### src/rtl/jt10_adpcmb_dec_if.sv
// Bus bundle between the ADPCM-B address counter/controller and the nibble decoder.
// With JT10_ADPCMB_SATFLAG_EN defined the bundle also carries the sticky clamp flag.
interface jt10_adpcmb_dec_if;
   logic               cen;
   logic               adv;
   logic               chon;
   logic               clr;
   logic [7:0]         data;
   logic               nibble_sel;
   logic signed [15:0] pcm;
   logic               busy;
   logic               done;
`ifdef JT10_ADPCMB_SATFLAG_EN
   logic               sat;

   modport master (output cen, adv, chon, clr, data, nibble_sel,
                   input  pcm, busy, done, sat);
   modport slave  (input  cen, adv, chon, clr, data, nibble_sel,
                   output pcm, busy, done, sat);
`else
   modport master (output cen, adv, chon, clr, data, nibble_sel,
                   input  pcm, busy, done);
   modport slave  (input  cen, adv, chon, clr, data, nibble_sel,
                   output pcm, busy, done);
`endif
endinterface

### src/rtl/jt10_adpcmb_dec.sv
// YM2610 ADPCM-B nibble decoder using a serial shift-add multiplier (10 clocks per nibble).
// Optional sticky clamp flag on bus.sat when JT10_ADPCMB_SATFLAG_EN is defined.
module jt10_adpcmb_dec #(
   parameter int STEPW  = 15,
   parameter int MULCYC = 8
) (
   input  logic             clk,
   input  logic             rst_n,
   jt10_adpcmb_dec_if.slave bus
);
   localparam int PAW = STEPW + 4;
   localparam int PBW = STEPW + 8;
   localparam logic [2:0]       LAST     = 3'(MULCYC - 1);
   localparam logic [STEPW-1:0] STEP_MIN = STEPW'(127);
   localparam logic [STEPW-1:0] STEP_MAX = STEPW'(24576);

   typedef enum logic [1:0] {IDLE, MUL, UPD} state_t;
   state_t state_reg, state_next;

   logic [3:0]         nib;
   logic [7:0]         tbl;
   logic               start, kill;
   logic               sgn_reg;
   logic [3:0]         mula_reg;
   logic [7:0]         mulb_reg;
   logic [PBW-1:0]     mcand_reg;
   logic [PAW-1:0]     proda_reg;
   logic [PBW-1:0]     prodb_reg;
   logic [2:0]         cnt_reg;
   logic signed [15:0] x_reg, x_new_reg;
   logic [STEPW-1:0]   step_reg, step_new_reg;
   logic               busy_reg, done_reg;

   logic [15:0]        diff;
   logic [17:0]        x_ext, x_sum;
   logic               x_hi, x_lo;
   logic [15:0]        x_clamped;
   logic [STEPW+1:0]   step_raw;
   logic               step_lo, step_hi;
   logic [STEPW-1:0]   step_clamped;
   logic               unused_bits;

   assign nib   = bus.nibble_sel ? bus.data[3:0] : bus.data[7:4];
   assign start = bus.cen & bus.adv & bus.chon & ~busy_reg;
   assign kill  = bus.clr | (bus.cen & ~bus.chon);

   always_comb begin
      case (nib[2:0])
         3'd4:    tbl = 8'd77;
         3'd5:    tbl = 8'd102;
         3'd6:    tbl = 8'd128;
         3'd7:    tbl = 8'd153;
         default: tbl = 8'd57;
      endcase
   end

   // Update arithmetic: 18-bit signed sum is wide enough for any x +/- diff.
   always_comb begin
      diff      = proda_reg[PAW-1:3];
      x_ext     = {{2{x_reg[15]}}, x_reg};
      x_sum     = sgn_reg ? (x_ext - {2'b00, diff}) : (x_ext + {2'b00, diff});
      x_hi      = ~x_sum[17] & (x_sum[16:15] != 2'b00);
      x_lo      =  x_sum[17] & (x_sum[16:15] != 2'b11);
      x_clamped = x_hi ? 16'h7fff : (x_lo ? 16'h8000 : x_sum[15:0]);
      step_raw  = prodb_reg[PBW-1:6];
      step_lo   = step_raw < (STEPW+2)'(STEP_MIN);
      step_hi   = step_raw > (STEPW+2)'(STEP_MAX);
      step_clamped = step_lo ? STEP_MIN : (step_hi ? STEP_MAX : step_raw[STEPW-1:0]);
   end

   assign unused_bits = ^{proda_reg[2:0], prodb_reg[5:0]};

   always_ff @(posedge clk) begin
      if (!rst_n)
         state_reg <= IDLE;
      else
         state_reg <= state_next;
   end

   // UPD spans two clocks: cnt_reg[0]=0 computes the new values, =1 commits them.
   always_comb begin
      state_next = state_reg;
      case (state_reg)
         IDLE:    if (start) state_next = MUL;
         MUL:     if (cnt_reg == LAST) state_next = UPD;
         UPD:     if (cnt_reg[0]) state_next = IDLE;
         default: state_next = IDLE;
      endcase
      if (kill)
         state_next = IDLE;
   end

   always_ff @(posedge clk) begin
      if (!rst_n || kill) begin
         x_reg    <= '0;
         step_reg <= STEP_MIN;
         busy_reg <= 1'b0;
         done_reg <= 1'b0;
         cnt_reg  <= '0;
      end else begin
         done_reg <= 1'b0;
         case (state_reg)
            IDLE: if (start) begin
               sgn_reg   <= nib[3];
               mula_reg  <= {nib[2:0], 1'b1};
               mulb_reg  <= tbl;
               mcand_reg <= PBW'(step_reg);
               proda_reg <= '0;
               prodb_reg <= '0;
               cnt_reg   <= '0;
               busy_reg  <= 1'b1;
            end
            MUL: begin
               if (mula_reg[0]) proda_reg <= proda_reg + mcand_reg[PAW-1:0];
               if (mulb_reg[0]) prodb_reg <= prodb_reg + mcand_reg;
               mula_reg  <= mula_reg >> 1;
               mulb_reg  <= mulb_reg >> 1;
               mcand_reg <= mcand_reg << 1;
               cnt_reg   <= cnt_reg + 3'd1;
            end
            UPD: if (!cnt_reg[0]) begin
               x_new_reg    <= x_clamped;
               step_new_reg <= step_clamped;
               cnt_reg      <= 3'd1;
            end else begin
               x_reg    <= x_new_reg;
               step_reg <= step_new_reg;
               done_reg <= 1'b1;
               busy_reg <= 1'b0;
               cnt_reg  <= '0;
            end
            default: ;
         endcase
      end
   end

   assign bus.pcm  = x_reg;
   assign bus.busy = busy_reg;
   assign bus.done = done_reg;

`ifdef JT10_ADPCMB_SATFLAG_EN
   logic sat_reg, sat_pend_reg;

   always_ff @(posedge clk) begin
      if (!rst_n || kill) begin
         sat_reg      <= 1'b0;
         sat_pend_reg <= 1'b0;
      end else if (state_reg == UPD) begin
         if (!cnt_reg[0])
            sat_pend_reg <= x_hi | x_lo | step_lo | step_hi;
         else
            sat_reg <= sat_reg | sat_pend_reg;
      end
   end

   assign bus.sat = sat_reg;
`endif
endmodule
### src/flat_wrapper.sv
// flat-port wrapper written by rule: the top's interface ports become plain ports
module jt10_adpcmb_dec_flat 
#(
   parameter int STEPW  = 15,
   parameter int MULCYC = 8
)
  (clk, rst_n, bus_cen, bus_adv, bus_chon, bus_clr, bus_data, bus_nibble_sel, bus_pcm, bus_busy, bus_done);
  jt10_adpcmb_dec_if bus_i ();
  input  logic clk;
  input  logic rst_n;
  input wire logic [$bits(bus_i.cen)-1:0] bus_cen;
  input wire logic [$bits(bus_i.adv)-1:0] bus_adv;
  input wire logic [$bits(bus_i.chon)-1:0] bus_chon;
  input wire logic [$bits(bus_i.clr)-1:0] bus_clr;
  input wire logic [$bits(bus_i.data)-1:0] bus_data;
  input wire logic [$bits(bus_i.nibble_sel)-1:0] bus_nibble_sel;
  output wire logic [$bits(bus_i.pcm)-1:0] bus_pcm;
  output wire logic [$bits(bus_i.busy)-1:0] bus_busy;
  output wire logic [$bits(bus_i.done)-1:0] bus_done;
  assign bus_i.cen = bus_cen;
  assign bus_i.adv = bus_adv;
  assign bus_i.chon = bus_chon;
  assign bus_i.clr = bus_clr;
  assign bus_i.data = bus_data;
  assign bus_i.nibble_sel = bus_nibble_sel;
  assign bus_pcm = bus_i.pcm;
  assign bus_busy = bus_i.busy;
  assign bus_done = bus_i.done;
  jt10_adpcmb_dec #(.STEPW(STEPW), .MULCYC(MULCYC)) u_core (.clk(clk), .rst_n(rst_n), .bus(bus_i));
endmodule
### config.mk
export PLATFORM = sky130hd
export DESIGN_NAME = jt10_adpcmb_dec_flat
export DESIGN_NICKNAME = d
export VERILOG_FILES = /design/src/rtl/jt10_adpcmb_dec_if.sv /design/src/rtl/jt10_adpcmb_dec.sv /design/src/flat_wrapper.sv
export SDC_FILE = /design/constraint.sdc
export NUM_CORES = 1
export LEC_CHECK = 0
export ABC_AREA = 1
export CAP_MARGIN = 10
export CORE_ASPECT_RATIO = 0.8
export CORE_MARGIN = 3
export CORE_UTILIZATION = 60
export DETAILED_ROUTE_END_ITERATION = 8
export PLACE_DENSITY = 0.78
export SYNTH_ARGS = -nofsm -noshare
export SYNTH_HDL_FRONTEND = slang
export SYNTH_SLANG_ARGS = --single-unit
### constraint.sdc
create_clock -name clk -period 7.1 [get_ports clk]
set_clock_uncertainty 0.05 [all_clocks]
set_input_delay 1.42 -clock clk [delete_from_list [all_inputs] [get_ports clk]]
set_output_delay 1.42 -clock clk [all_outputs]
set_load 0.05 [all_outputs]
Word level (Yosys, flattened, before mapping)
Index checks and enable logic that the tools add are counted.
{"block": "classes", "bitwise": 14, "n_eq_ne": 13, "n_mux": 28, "n_reduce_logical": 19, "order_cmp": 2, "add_sub_neg": 5}
{"op": "23-bit one-hot mux with 2 select lines", "count": 2}
{"op": "23-bit 2-to-1 mux", "count": 3}
{"op": "19-bit 2-to-1 mux", "count": 2}
{"op": "19-bit one-hot mux with 2 select lines", "count": 1}
{"op": "8-bit one-hot mux with 4 select lines", "count": 1}
{"op": "23-bit adder", "count": 1}
{"op": "19-bit adder", "count": 1}
{"op": "16-bit by 17-bit adder with 18-bit output", "count": 1}
{"op": "18-bit 2-to-1 mux", "count": 1}
{"op": "16-bit by 17-bit subtractor with 18-bit output", "count": 1}
{"op": "17-bit by 15-bit greater-than comparator with 1-bit output, second input constant", "count": 1}
{"op": "17-bit by 7-bit < comparator with 1-bit output, second input constant", "count": 1}
{"op": "16-bit 2-to-1 mux", "count": 1}
{"op": "8-bit one-hot mux with 2 select lines", "count": 1}
{"op": "3-bit equality test, second input constant", "count": 5}
{"op": "15-bit 2-to-1 mux", "count": 1}
{"op": "3-bit AND reduction", "count": 5}
{"op": "2-bit by 1-bit != test with 1-bit output, second input constant", "count": 5}
{"op": "3-bit one-hot mux with 3 select lines", "count": 1}
{"op": "4-bit 2-to-1 mux", "count": 2}
{"op": "8-bit 2-to-1 mux", "count": 1}
{"op": "4-bit one-hot mux with 2 select lines", "count": 1}
{"op": "4-bit AND reduction", "count": 2}
{"op": "1-bit NOT", "count": 7}
{"op": "18 further kinds", "count": 33}
{"block": "word_totals", "word_cells": 96, "inputBits": 15, "output_inout_bits": 18, "regBits": 147}

Logic depth before layout (Yosys ltp)
Gate-level depths: netlist of the first run.
{"block": "depth", "ltp_word": 6, "depth_mapped": 22, "mapped_depth_nobuf": 21}

Worst setup path before layout of the first run
OpenSTA, ideal clock, no wires.
{"block": "synth_timing", "path_type": "in2reg", "start": "input bus_cen", "end": "register u_core.prodb_reg[0] (enable)", "arrival_time_ps": 5498, "t_required_ps": 6647, "setup_time_ps": 403, "path_slack_ps": 1149, "cell_stages": 7, "path_buffers": 0, "path_cell_list": "inv_1 > nor2_1 > nor2_1 > nand2_1 > nor3_1 > inv_1 > nor2_1"}
{"block": "synth_between", "elab_chain_cells": 5, "word_cells_on_any_way": 9, "cone_classes": "eq/ne: 1; bitwise: 6; reduce/logical: 2"}
{"element": "start, declared", "line_no": "flat_wrapper.sv:11", "rtl": "input wire logic [$bits(bus_i.cen)-1:0] bus_cen;"}
{"element": "1-bit AND, on equally long branches", "line_no": "jt10_adpcmb_dec.sv:44, jt10_adpcmb_dec.sv:45"}
{"element": "1-bit AND / 1-bit bitwise OR (equally long branches)", "line_no": "jt10_adpcmb_dec.sv:44, jt10_adpcmb_dec.sv:45"}
{"element": "1-bit AND / 1-bit logical OR (equally long branches)", "line_no": "jt10_adpcmb_dec.sv:44, jt10_adpcmb_dec.sv:94"}
{"element": "2-bit by 1-bit != test with 1-bit output (no line) / 1-bit NOT (equally long branches)"}
{"element": "4-bit AND reduction (no line) *"}
{"element": "end signal, assigned", "line_no": "jt10_adpcmb_dec.sv:115", "rtl": "if (mulb_reg[0]) prodb_reg <= prodb_reg + mcand_reg;"}
{"element": "end, declared", "line_no": "jt10_adpcmb_dec.sv:28", "rtl": "logic [PBW-1:0] prodb_reg;"}
Mark *: on every way between the ends. The rest lies on a longest branch, timed or not.
A chain may end at the register's enable or synchronous reset.

Final worst setup path of the first run
{"block": "layout_timing", "start": "register u_core.proda_reg[3]", "end": "register u_core.x_new_reg[12], data pin"}
{"block": "layout_between", "elab_chain_cells": 5, "word_cells_on_any_way": 9, "cone_classes": "add/sub: 2; eq/ne: 1; mux: 2; bitwise: 3; reduce/logical: 1"}
{"element": "start, declared", "line_no": "jt10_adpcmb_dec.sv:27", "rtl": "logic [PAW-1:0] proda_reg;"}
{"element": "start signal, assigned", "line_no": "jt10_adpcmb_dec.sv:114", "rtl": "if (mula_reg[0]) proda_reg <= proda_reg + mcand_reg[PAW-1:0];"}
{"element": "16-bit by 17-bit adder with 18-bit output / 16-bit by 17-bit subtractor with 18-bit output (equally long branches)", "line_no": "jt10_adpcmb_dec.sv:61", "rtl": "x_sum = sgn_reg ? (x_ext - {2'b00, diff}) : (x_ext + {2'b00, diff});"}
{"element": "18-bit 2-to-1 mux *", "line_no": "jt10_adpcmb_dec.sv:61"}
{"element": "2-bit != test", "line_no": "jt10_adpcmb_dec.sv:63", "rtl": "x_lo = x_sum[17] & (x_sum[16:15] != 2'b11);"}
{"element": "1-bit AND", "line_no": "jt10_adpcmb_dec.sv:63"}
{"element": "16-bit 2-to-1 mux", "line_no": "jt10_adpcmb_dec.sv:64", "rtl": "x_clamped = x_hi ? 16'h7fff : (x_lo ? 16'h8000 : x_sum[15:0]);"}
{"element": "end signal, assigned", "line_no": "jt10_adpcmb_dec.sv:122", "rtl": "x_new_reg <= x_clamped;"}
{"element": "end, declared", "line_no": "jt10_adpcmb_dec.sv:30", "rtl": "logic signed [15:0] x_reg, x_new_reg;"}
Marked as above.

==> results of run 1 <==
-- cell usage after synthesis (all sizes together) --
| library cell | instances | area (um2) |
|---|---|---|
| o21a | 5 | 37.5 |
| fa | 3 | 60.1 |
| a21oi | 107 | 536 |
| nand3b | 2 | 15.0 |
| xor2 | 16 | 140 |
| o21bai | 6 | 45.0 |
| and2 | 1 | 6.26 |
| clkbuf | 17 | 63.8 |
| inv | 163 | 612 |
| o31ai | 2 | 15.0 |
| nand4 | 10 | 62.6 |
| or2 | 6 | 40.0 |
| nand3 | 43 | 225 |
| nor3 | 19 | 95.1 |
| o211ai | 4 | 30.0 |
| mux2i | 1 | 10.0 |
| a21o | 6 | 45.0 |
| edfxtp | 109 | 3270 |
| mux2 | 1 | 11.3 |
| ha | 64 | 801 |
| nor4 | 4 | 25.0 |
| dfxtp | 38 | 761 |
| nor2 | 156 | 596 |
| o21ai | 97 | 489 |
| buf | 8 | 48.8 |
| nand2 | 297 | 1130 |
| nor3b | 2 | 15.0 |
| a21boi | 2 | 15.0 |
| xnor2 | 12 | 105 |
-- logic make-up (layout without fill, tap and decap cells) --
logic type / Yosys count / in the layout / share of synthesized area [%]
xor+xnor: 28 / 28 / 2.63
buf+inv: 188 / 234 / 7.78
simple gates: 540 / 540 / 23.8
compound gates: 229 / 229 / 13.0
fa+ha+maj: 67 / 67 / 9.25
mux: 2 / 2 / 0.228
flops: 147 / 147 / 43.3
-- power by group through the flow --
stage	logic [mW]	clock network, mW	registers (mW)
3_3_place_gp	0.114	0	0.953
2_1_floorplan	0.0833	0	0.951
5_1_grt	0.137	0.925	0.935
4_1_cts	0.118	0.891	0.934
6_report	0.120	0.883	0.935
3_5_place_dp	0.118	0	0.953
-- per-layer routing --
| metal | vias to the layer above | global-route usage, % |
|---|---|---|
| li1 | 4041 | - |
| met5 | - | 0 |
| met1 | 3670 | 40.4 |
| met2 | 347 | 40.0 |
| met4 | 0 | 8.66 |
| met3 | 34 | 4.67 |
-- layout make-up --
type,instances,area [um2],area share [%]
inverter,163,612,5.87
timing repair buffer,39,373,3.58
sequential,147,4030,38.7
tap,210,263,2.52
clock inverter,12,134,1.29
clock buffer,20,437,4.19
multi-input combinational,866,4560,43.8
-- per-stage QoR --
stage               total power [mW]  worst slack, ns  area, um2
finish                          1.94             3.23      10400
global route                    2.00             2.77      10400
CTS                             1.94             3.30      10400
detailed placement              1.07             3.08       9850
global placement                1.07             3.14       9850
floorplan                       1.03             1.15       9310
-- worst max path at each step --
stage	cells past startpoint	endpoint	slack [ns]
final	16	u_core.x_new_reg[12]$_SDFFCE_PP1P_	3.23
after global routing	16	u_core.x_new_reg[11]$_SDFFCE_PP1P_	2.77
after floorplan	7	u_core.prodb_reg[0]$_SDFFCE_PN0P_	1.15
after detailed placement	10	u_core.prodb_reg[18]$_SDFFCE_PN0P_	3.08
after global placement	10	u_core.prodb_reg[22]$_SDFFCE_PN0P_	3.14
after CTS	16	u_core.x_new_reg[11]$_SDFFCE_PP1P_	3.30
-- worst max-delay path: cells and delay by family, from the launching register on --
family	cells	cell delay, ns
buffers and inverters	1	0.10
adders and majority gates	2	0.58
DFF	1	0.43
and+or+nand+nor	10	1.46
AOI/OAI and AO/OA	2	0.79
xor gates and xnor gates	1	0.17
==> metrics.yaml, run 1 <==
drt:
  drt_pre_antenna_iters: 6
  routedWlPerCell_um: 15.4
  route.met3.wl_um: 1900
  wirelength_um: 22400
  dr_wl_met2_um: 9690
  num_vias: 8092
  via_per_inst: 5.55
  top_layer_used: "met4"
  drt-met1-wl_um: 10500
  first_iter_violations: 995
  ant_nets: 0
  drc: 0
pwr:
  leakage_nw: 4.76
  swShare_pct: 23.2
  p_comb_share_pct: 6.2
  p_per_area_nw_per_um2: 186
  p_seq_share_pct: 48.3
  p_int_mw: 1.49
  p_clk_share_pct: 45.6
  vdd_drop_max_mv: 0.177
  switching_power_mw: 0.450
timing:
  hold_viol_final: 0
  finalSetupViolations: 0
  worst_pin_slew_ns: 0.829
  clock.fmax_ghz: 0.258
  fin_crit_sh_pct: 54.5
  max-slew-margin-rel_pct: 44.7
  holdWs_ns: 0.411
  rsz0062_at_grt: "false"
  slew_violations: 0
  final.min_clock_period_ns: 3.87
  totalNegativeSetupSlack_ns: 0
place:
  portBuffers: 32
  place_hpwl_um: 16100
  dp_cells: 1425
  place_congestion: 0.953
grt:
  grt_pass1_vias: 7526
  overflow: 0
  grt_max_degree: 82
  grt_pass1_wl_um: 37300
  grt_antenna_before_repair: 0
  grtUsageTotal_pct: 27.0
die:
  die_area_um2: 17100
  die_x_um: 145
  ios: 33
  coreArea_um2: 15100
  initial_core_util_pct: 61.6
  fp.dieH_um: 117
  fp-row-count: 40
synthesis:
  yosys_warnings: 0
  syn_inst: 1201
  synth_cell_types: 40
  ys_seq_area_share_pct: 43.3
  yosys_register_bits: 147
  synth_area_um2: 9310
  syn_nets: 1283
  syn_avg_cell_area_um2: 7.75
critical_path:
  path_max_fanout: 15
  worstPathArrival_ns: 3.97
  ff2ff_path_depth: 16
  critPathLaunch: "u_core.proda_reg[3]$_SDFFCE_PN0P_"
  path_cells: "inv_1, ha_1, nand2_1, nor3_1, nand2_1, nand2_1, o21ai_0, xnor2_1, ha_1, nand4_1, nor3_1, nand2_1, nand3_1, nand2_1, o21ai_2, nand2_1"
  rrSetupSlack_ns: 3.23
  r2r_end: "u_core.x_new_reg[12]$_SDFFCE_PP1P_"
  worst_path_max_delay_cell: "o21ai_2"
  cp.required_ns: 7.20
  crit_top_cell: "nand2_1"
  r2r_start: "u_core.proda_reg[3]$_SDFFCE_PN0P_"
  crit_type: "reg -> reg"
  max_stage_delay_ns: 0.65
  endpoint_kind: "flop"
  startpoint_type: "flop"
layout:
  final_common_cell: "nand2_1"
  drive_above_1_share_pct: 4.41
  n_antenna_cell: 0
  fin_nets: 1316
  nFillCells: 1287
  syn2layout_area_growth_pct: 11.9
  final_cell_count_no_fill: 1457
  fin_util_pct: 68.9
  layout_common_cells: "nand2_1 (292), inv_1 (163), nor2_1 (152)"
clock_tree:
  numCtsBuffers: 17
  clk_latency_ns: 0.43
  post_cts_buffers: 0
  cts-resized-gates: 0
  cts_sinks: 147
  h-tree-depth: 4
  holdBufCountCts: 0
  clockBufferDepth: 2
  clk_pin_slew_worst_paths_ns: 0.06
  cts_tree: "yes"
  root_buffer: "clkbuf_16"
run:
  cap_violations: 0
hold_path:
  min_to: "u_core.bus.pcm[9]$_SDFFE_PP0P_"
  hold_depth: 2
  hold_path.class: "reg -> reg"
  min_from: "u_core.x_new_reg[9]$_SDFFCE_PP1P_"
outcome:
  status: "completed"
Power figures use the tool's default switching activity.
==> run 2: changes to the inputs <==
==> constraint.sdc (replaced) <==
create_clock -name clk -period 3.8 [get_ports clk]
set_clock_uncertainty 0.05 [all_clocks]
set_input_delay 0.76 -clock clk [delete_from_list [all_inputs] [get_ports clk]]
set_output_delay 0.76 -clock clk [all_outputs]
set_load 0.05 [all_outputs]
==> metrics.yaml, run 2 (same netlist as run 1, synthesis figures left out) <==
pwr:
  leakage_nw: 4.82  # was 4.76 nW
  vdd_drop_max_mv: 0.328  # was 0.177 mV
  p_seq_share_pct: 45.7  # was 48.3%
  p_clk_share_pct: 48.4  # was 45.6%
  p_int_mw: 2.90  # was 1.49 mW
  swShare_pct: 24.1  # was 23.2%
  switching_power_mw: 0.919  # was 0.450 mW
  p_comb_share_pct: 5.9  # was 6.2%
  p_per_area_nw_per_um2: 363  # was 186 nW/um2
critical_path:
  max_stage_delay_ns: 0.42  # was 0.65 ns
  path_cells: "inv_1, nand3_1, nor2_4, nand3_1, nor3_1, a21oi_1, xor2_1, inv_1, ha_1, a21oi_1, nand2_1, a21oi_1, nand2_1, nand2_1, nand2_1, o21ai_2, buf_4, nand2_1"  # was inv_1, ha_1, nand2_1, nor3_1, nand2_1, nand2_1, o21ai_0, xnor2_1, ha_1, nand4_1, nor3_1, nand2_1, nand3_1, nand2_1, o21ai_2, nand2_1
  worstPathArrival_ns: 3.54  # was 3.97 ns
  startpoint_type: "flop"  # unchanged
  crit_type: "reg -> reg"  # unchanged
  endpoint_kind: "flop"  # unchanged
  critical_path.top_delay_family: "simple AND/OR/NAND/NOR gates"  # unchanged
  crit_top_cell: "nand2_1"  # unchanged
  path_max_fanout: 15  # unchanged
  worst_path_max_delay_cell: "edfxtp_1"  # was o21ai_2
  critical_path_buf_inv_count: 3  # was 1
  cp.required_ns: 3.93  # was 7.20 ns
layout:
  drive_above_1_share_pct: 4.96  # was 4.41%
  layout_common_cells: "nand2_1 (292), inv_1 (163), nor2_1 (152)"  # unchanged
  final_cell_count_no_fill: 1459  # was 1457
  nFillCells: 1253  # was 1287
  final_common_cell: "nand2_1"  # unchanged
  n_antenna_cell: 0  # unchanged
  fin_area_um2: 10500  # was 10400 um2
  syn2layout_area_growth_pct: 13.0  # was 11.9%
  multiInputGateArea_um2: 4580  # was 4560 um2
  fin_nets: 1318  # was 1316
  seqCellArea_um2: 4030  # unchanged
grt:
  grt_pass1_vias: 7586  # was 7526
  grt_max_degree: 82  # unchanged
  grtUsageTotal_pct: 27.1  # was 27.0%
  overflow: 0  # unchanged
  grt_pass1_wl_um: 37500  # was 37300 um
  grt_antenna_before_repair: 0  # unchanged
die:
  fp-row-count: 40  # unchanged
  die_area_um2: 17100  # unchanged
  die_x_um: 145  # unchanged
  ios: 33  # unchanged
  coreArea_um2: 15100  # unchanged
  fp.dieH_um: 117  # unchanged
  initial_core_util_pct: 61.6  # unchanged
place:
  place_hpwl_um: 16400  # was 16100 um
  portBuffers: 32  # unchanged
  placed_area_um2: 9870  # was 9850 um2
  dp_cells: 1427  # was 1425
  place_congestion: 0.915  # was 0.953
drt:
  via_per_inst: 5.53  # was 5.55
  ant_nets: 0  # unchanged
  wirelength_um: 22500  # was 22400 um
  routedWlPerCell_um: 15.4  # about the same
  num_vias: 8061  # was 8092
  first_iter_violations: 873  # was 995
  drc: 0  # unchanged
  drt_pre_antenna_iters: 6  # unchanged
timing:
  slew_violations: 0  # unchanged
  clock.fmax_ghz: 0.294  # was 0.258 GHz
  totalNegativeSetupSlack_ns: 0  # unchanged
  max-slew-margin-rel_pct: 44.7  # about the same
  rsz0062_at_grt: "false"  # unchanged
  hold_viol_final: 0  # unchanged
  worst_pin_slew_ns: 0.829  # about the same
  fin_crit_sh_pct: 89.6  # was 54.5%
  final.min_clock_period_ns: 3.41  # was 3.87 ns
  finalSetupViolations: 0  # unchanged
clock_tree:
  numCtsBuffers: 17  # unchanged
  clockBufferDepth: 2  # unchanged
  cts_sinks: 147  # unchanged
  h-tree-depth: 4  # unchanged
  clk_pin_slew_worst_paths_ns: 0.06  # about the same
  post_cts_buffers: 0  # unchanged
  root_buffer: "clkbuf_16"  # unchanged
  cts_tree: "yes"  # unchanged
  clk_latency_ns: 0.43  # about the same
outcome:
  status: "completed"  # unchanged
run:
  cap_violations: 0  # unchanged
hold_path:
  hold_path.class: "reg -> reg"  # unchanged
[run 2: cell count changes in the layout (fill, tap and decap cells not counted), sizes merged]
cell,previous run,this run
inv,165,172
clkinvlp,4,0
buf,7,9
clkbuf,20,18
clkinv,4,2
bufinv,2,3
[run 2: per-stage QoR]
stage          power, mW  util, %  hold WS (ns)  setup slack [ns]
2_1_floorplan       1.93        -         0.381             0.159
3_3_place_gp        1.99     65.3         0.391             0.499
3_5_place_dp        2.00     65.3         0.399             0.414
4_1_cts             3.83     69.6         0.415             0.334
5_1_grt             3.93     69.6         0.434            0.0689
6_report            3.82     69.6         0.414             0.395
[run 2: tightest hold or removal path, cell delays in order (launching register included)]
cell      delay [ns]
edfxtp_1        0.32
o21ai_0         0.07
inv_1           0.05
[run 2: final timing paths]
check | slack (ns) | from | endpoint | depth (start not counted)
worst max-delay path | 0.39 | u_core.proda_reg[3]$_SDFFCE_PN0P_ | u_core.x_new_reg[3]$_SDFFCE_PP1P_ | 18
worst min-delay path | 0.41 | u_core.x_new_reg[9]$_SDFFCE_PP1P_ | u_core.bus.pcm[9]$_SDFFE_PP0P_ | 2
worst max register to register | 0.39 | u_core.proda_reg[3]$_SDFFCE_PN0P_ | u_core.x_new_reg[3]$_SDFFCE_PP1P_ | 18
worst min register to register | 0.41 | u_core.x_new_reg[9]$_SDFFCE_PP1P_ | u_core.bus.pcm[9]$_SDFFE_PP0P_ | 2
[run 2: power by group through the flow]
stage	sequential (mW)	combinational, mW	clock, mW
floorplan	1.78	0.157	0
global placement	1.78	0.215	0
detailed placement	1.78	0.219	0
CTS	1.74	0.221	1.87
global route	1.75	0.255	1.93
finish	1.75	0.224	1.85
[run 2: final cells by class]
type | count | share of cell area, %
inverters | 163 | 5.82
flip-flops and latches | 147 | 38.4
multi-input cells | 866 | 43.5
well taps | 210 | 2.50
clock buffers | 18 | 4.18
repair buffers | 41 | 3.69
clock inverters | 14 | 1.96
[run 2: layer usage]
layer | vias up | GRT usage (%) | wire [um]
met4 | 0 | 7.59 | 362
met3 | 35 | 5.52 | 1540
li1 | 4035 | - | -
met1 | 3698 | 40.2 | 11000
met5 | - | 0 | 0
met2 | 293 | 40.6 | 9560
[run 2: timing repair]
item | in CTS | in global routing
hold endpoints to repair | 0 | 0
setup endpoints to repair | 0 | 4
gates resized for setup | 0 | 1
hold buffers | 0 | 0
==> run 3: changes to the inputs <==
--- a/config.mk
+++ b/config.mk
@@ -10,6 +10,7 @@
 export CORE_ASPECT_RATIO = 0.8
 export CORE_MARGIN = 3
 export CORE_UTILIZATION = 60
+export CTS_BUF_LIST = sky130_fd_sc_hd__clkbuf_4 sky130_fd_sc_hd__clkbuf_8
 export DETAILED_ROUTE_END_ITERATION = 8
 export PLACE_DENSITY = 0.78
 export SYNTH_ARGS = -nofsm -noshare
==> metrics.yaml, run 3 (same netlist as run 1, synthesis figures left out) <==
outcome:
  status: "completed"  # unchanged
timing:
  worst_pin_slew_ns: 0.838  # was 0.829 ns
  finalSetupViolations: 0  # unchanged
  setup_slack_ns: 0.387  # was 0.395 ns
  totalNegativeSetupSlack_ns: 0  # unchanged
  fin_crit_sh_pct: 89.8  # was 89.6%
  slew_violations: 0  # unchanged
  hold_viol_final: 0  # unchanged
  max-slew-margin-rel_pct: 44.1  # was 44.7%
  clock.fmax_ghz: 0.293  # was 0.294 GHz
  rsz0062_at_grt: "false"  # unchanged
  final.min_clock_period_ns: 3.41  # about the same
  holdWs_ns: 0.420  # was 0.414 ns
drt:
  num_vias: 8023  # was 8061
  first_iter_violations: 844  # was 873
  drt_pre_antenna_iters: 6  # unchanged
  via_per_inst: 5.50  # was 5.53
  top_layer_used: "met4"  # unchanged
  drc: 0  # unchanged
  route.met3.wl_um: 1670  # was 1540 um
  drt-met1-wl_um: 10900  # was 11000 um
  routedWlPerCell_um: 15.4  # about the same
  wirelength_um: 22400  # was 22500 um
  ant_nets: 0  # unchanged
  dr_wl_met2_um: 9360  # was 9560 um
pwr:
  vdd_drop_max_mv: 0.272  # was 0.328 mV
  swShare_pct: 25.9  # was 24.1%
  p_per_area_nw_per_um2: 328  # was 363 nW/um2
  p_clk_share_pct: 41.9  # was 48.4%
  p_int_mw: 2.51  # was 2.90 mW
  leakage_nw: 4.74  # was 4.82 nW
  switching_power_mw: 0.879  # was 0.919 mW
  p_seq_share_pct: 51.4  # was 45.7%
  p_comb_share_pct: 6.6  # was 5.9%
grt:
  grt_pass1_vias: 7442  # was 7586
  grt_antenna_before_repair: 0  # unchanged
  overflow: 0  # unchanged
  grt_pass1_wl_um: 37100  # was 37500 um
  grt_max_degree: 82  # unchanged
  grtUsageTotal_pct: 26.9  # was 27.1%
layout:
  drive_above_1_share_pct: 4.96  # unchanged
  layout_common_cells: "nand2_1 (292), inv_1 (163), nor2_1 (152)"  # unchanged
  final_common_cell: "nand2_1"  # unchanged
  fin_util_pct: 68.3  # was 69.6%
  n_antenna_cell: 0  # unchanged
  syn2layout_area_growth_pct: 10.9  # was 13.0%
  final_cell_count_no_fill: 1459  # unchanged
  nFillCells: 1301  # was 1253
  fin_nets: 1318  # unchanged
clock_tree:
  cts_tree: "yes"  # unchanged
  clockBufferDepth: 2  # unchanged
  holdBufCountCts: 0  # unchanged
  cts-resized-gates: 0  # unchanged
  numCtsBuffers: 17  # unchanged
  clk_latency_ns: 0.48  # was 0.43 ns
  cts_sinks: 147  # unchanged
  post_cts_buffers: 0  # unchanged
  clk_pin_slew_worst_paths_ns: 0.09  # was 0.06 ns
  root_buffer: "clkbuf_8"  # was clkbuf_16
  h-tree-depth: 4  # unchanged
critical_path:
  rrSetupSlack_ns: 0.39  # about the same
  endpoint_kind: "flop"  # unchanged
  startpoint_type: "flop"  # unchanged
  crit_type: "reg -> reg"  # unchanged
  path_max_fanout: 15  # unchanged
  cp.required_ns: 3.98  # was 3.93 ns
  worstPathArrival_ns: 3.59  # was 3.54 ns
die:
  die_x_um: 145  # unchanged
  fp-row-count: 40  # unchanged
  ios: 33  # unchanged
  fp.dieH_um: 117  # unchanged
  coreArea_um2: 15100  # unchanged
  initial_core_util_pct: 61.6  # unchanged
  die_area_um2: 17100  # unchanged
place:
  place_hpwl_um: 16400  # unchanged
  place_ws_ns: 0.414  # unchanged
  portBuffers: 32  # unchanged
  place_congestion: 0.915  # unchanged
  dp_cells: 1427  # unchanged
hold_path:
  hold_path.class: "reg -> reg"  # unchanged
run:
  cap_violations: 0  # unchanged
## run 3: final timing paths
check                                                   startpoint                                  to  cells past startpoint
worst max-delay path             u_core.proda_reg[3]$_SDFFCE_PN0P_  u_core.x_new_reg[13]$_SDFFCE_PP1P_                     18
worst min-delay path            u_core.x_new_reg[14]$_SDFFCE_PP1P_     u_core.bus.pcm[14]$_SDFFE_PP0P_                      2
worst max register to register   u_core.proda_reg[3]$_SDFFCE_PN0P_  u_core.x_new_reg[13]$_SDFFCE_PP1P_                     18
worst min register to register  u_core.x_new_reg[14]$_SDFFCE_PP1P_     u_core.bus.pcm[14]$_SDFFE_PP0P_                      2
## run 3: power groups by stage
stage	clock network [mW]	registers, mW	logic (mW)
3_5_place_dp	0	1.78	0.219
4_1_cts	1.43	1.74	0.221
5_1_grt	1.49	1.75	0.255
3_3_place_gp	0	1.78	0.215
6_report	1.42	1.74	0.224
2_1_floorplan	0	1.78	0.157
## run 3: worst max-delay path, cell delays in order (launching register included)
cell	delay, ns
edfxtp_1	0.43
inv_1	0.11
ha_1	0.18
nand2_1	0.11
nor3_2	0.25
nand2_1	0.08
nand2_1	0.11
o21ai_0	0.13
xnor2_1	0.16
ha_1	0.37
a21oi_1	0.22
nand2_1	0.09
a21oi_1	0.21
nand2_1	0.10
nand2_1	0.07
nand2_1	0.08
o21ai_2	0.11
buf_4	0.21
nand2_1	0.08
## run 3: cell type report
class | count | area [um2] | area share, %
Clock buffer | 18 | 248 | 2.40
Clock inverter | 14 | 206 | 2.00
Inverter | 163 | 612 | 5.93
Multi-Input combinational cell | 866 | 4580 | 44.3
Sequential cell | 147 | 4030 | 39.1
Tap cell | 210 | 263 | 2.54
Timing Repair Buffer | 41 | 388 | 3.76
## run 3: per-layer routing
| metal | vias to the layer above | global-route usage [%] |
|---|---|---|
| li1 | 4035 | - |
| met1 | 3653 | 40.2 |
| met2 | 299 | 39.5 |
| met3 | 36 | 5.02 |
| met4 | 0 | 8.96 |
| met5 | - | 0 |
## run 3: per-stage QoR
step / total power [mW] / cell area (um2)
6_report: 3.39 / 10300
5_1_grt: 3.49 / 10300
4_1_cts: 3.40 / 10300
3_5_place_dp: 2.00 / 9870
3_3_place_gp: 1.99 / 9870
2_1_floorplan: 1.93 / 9320
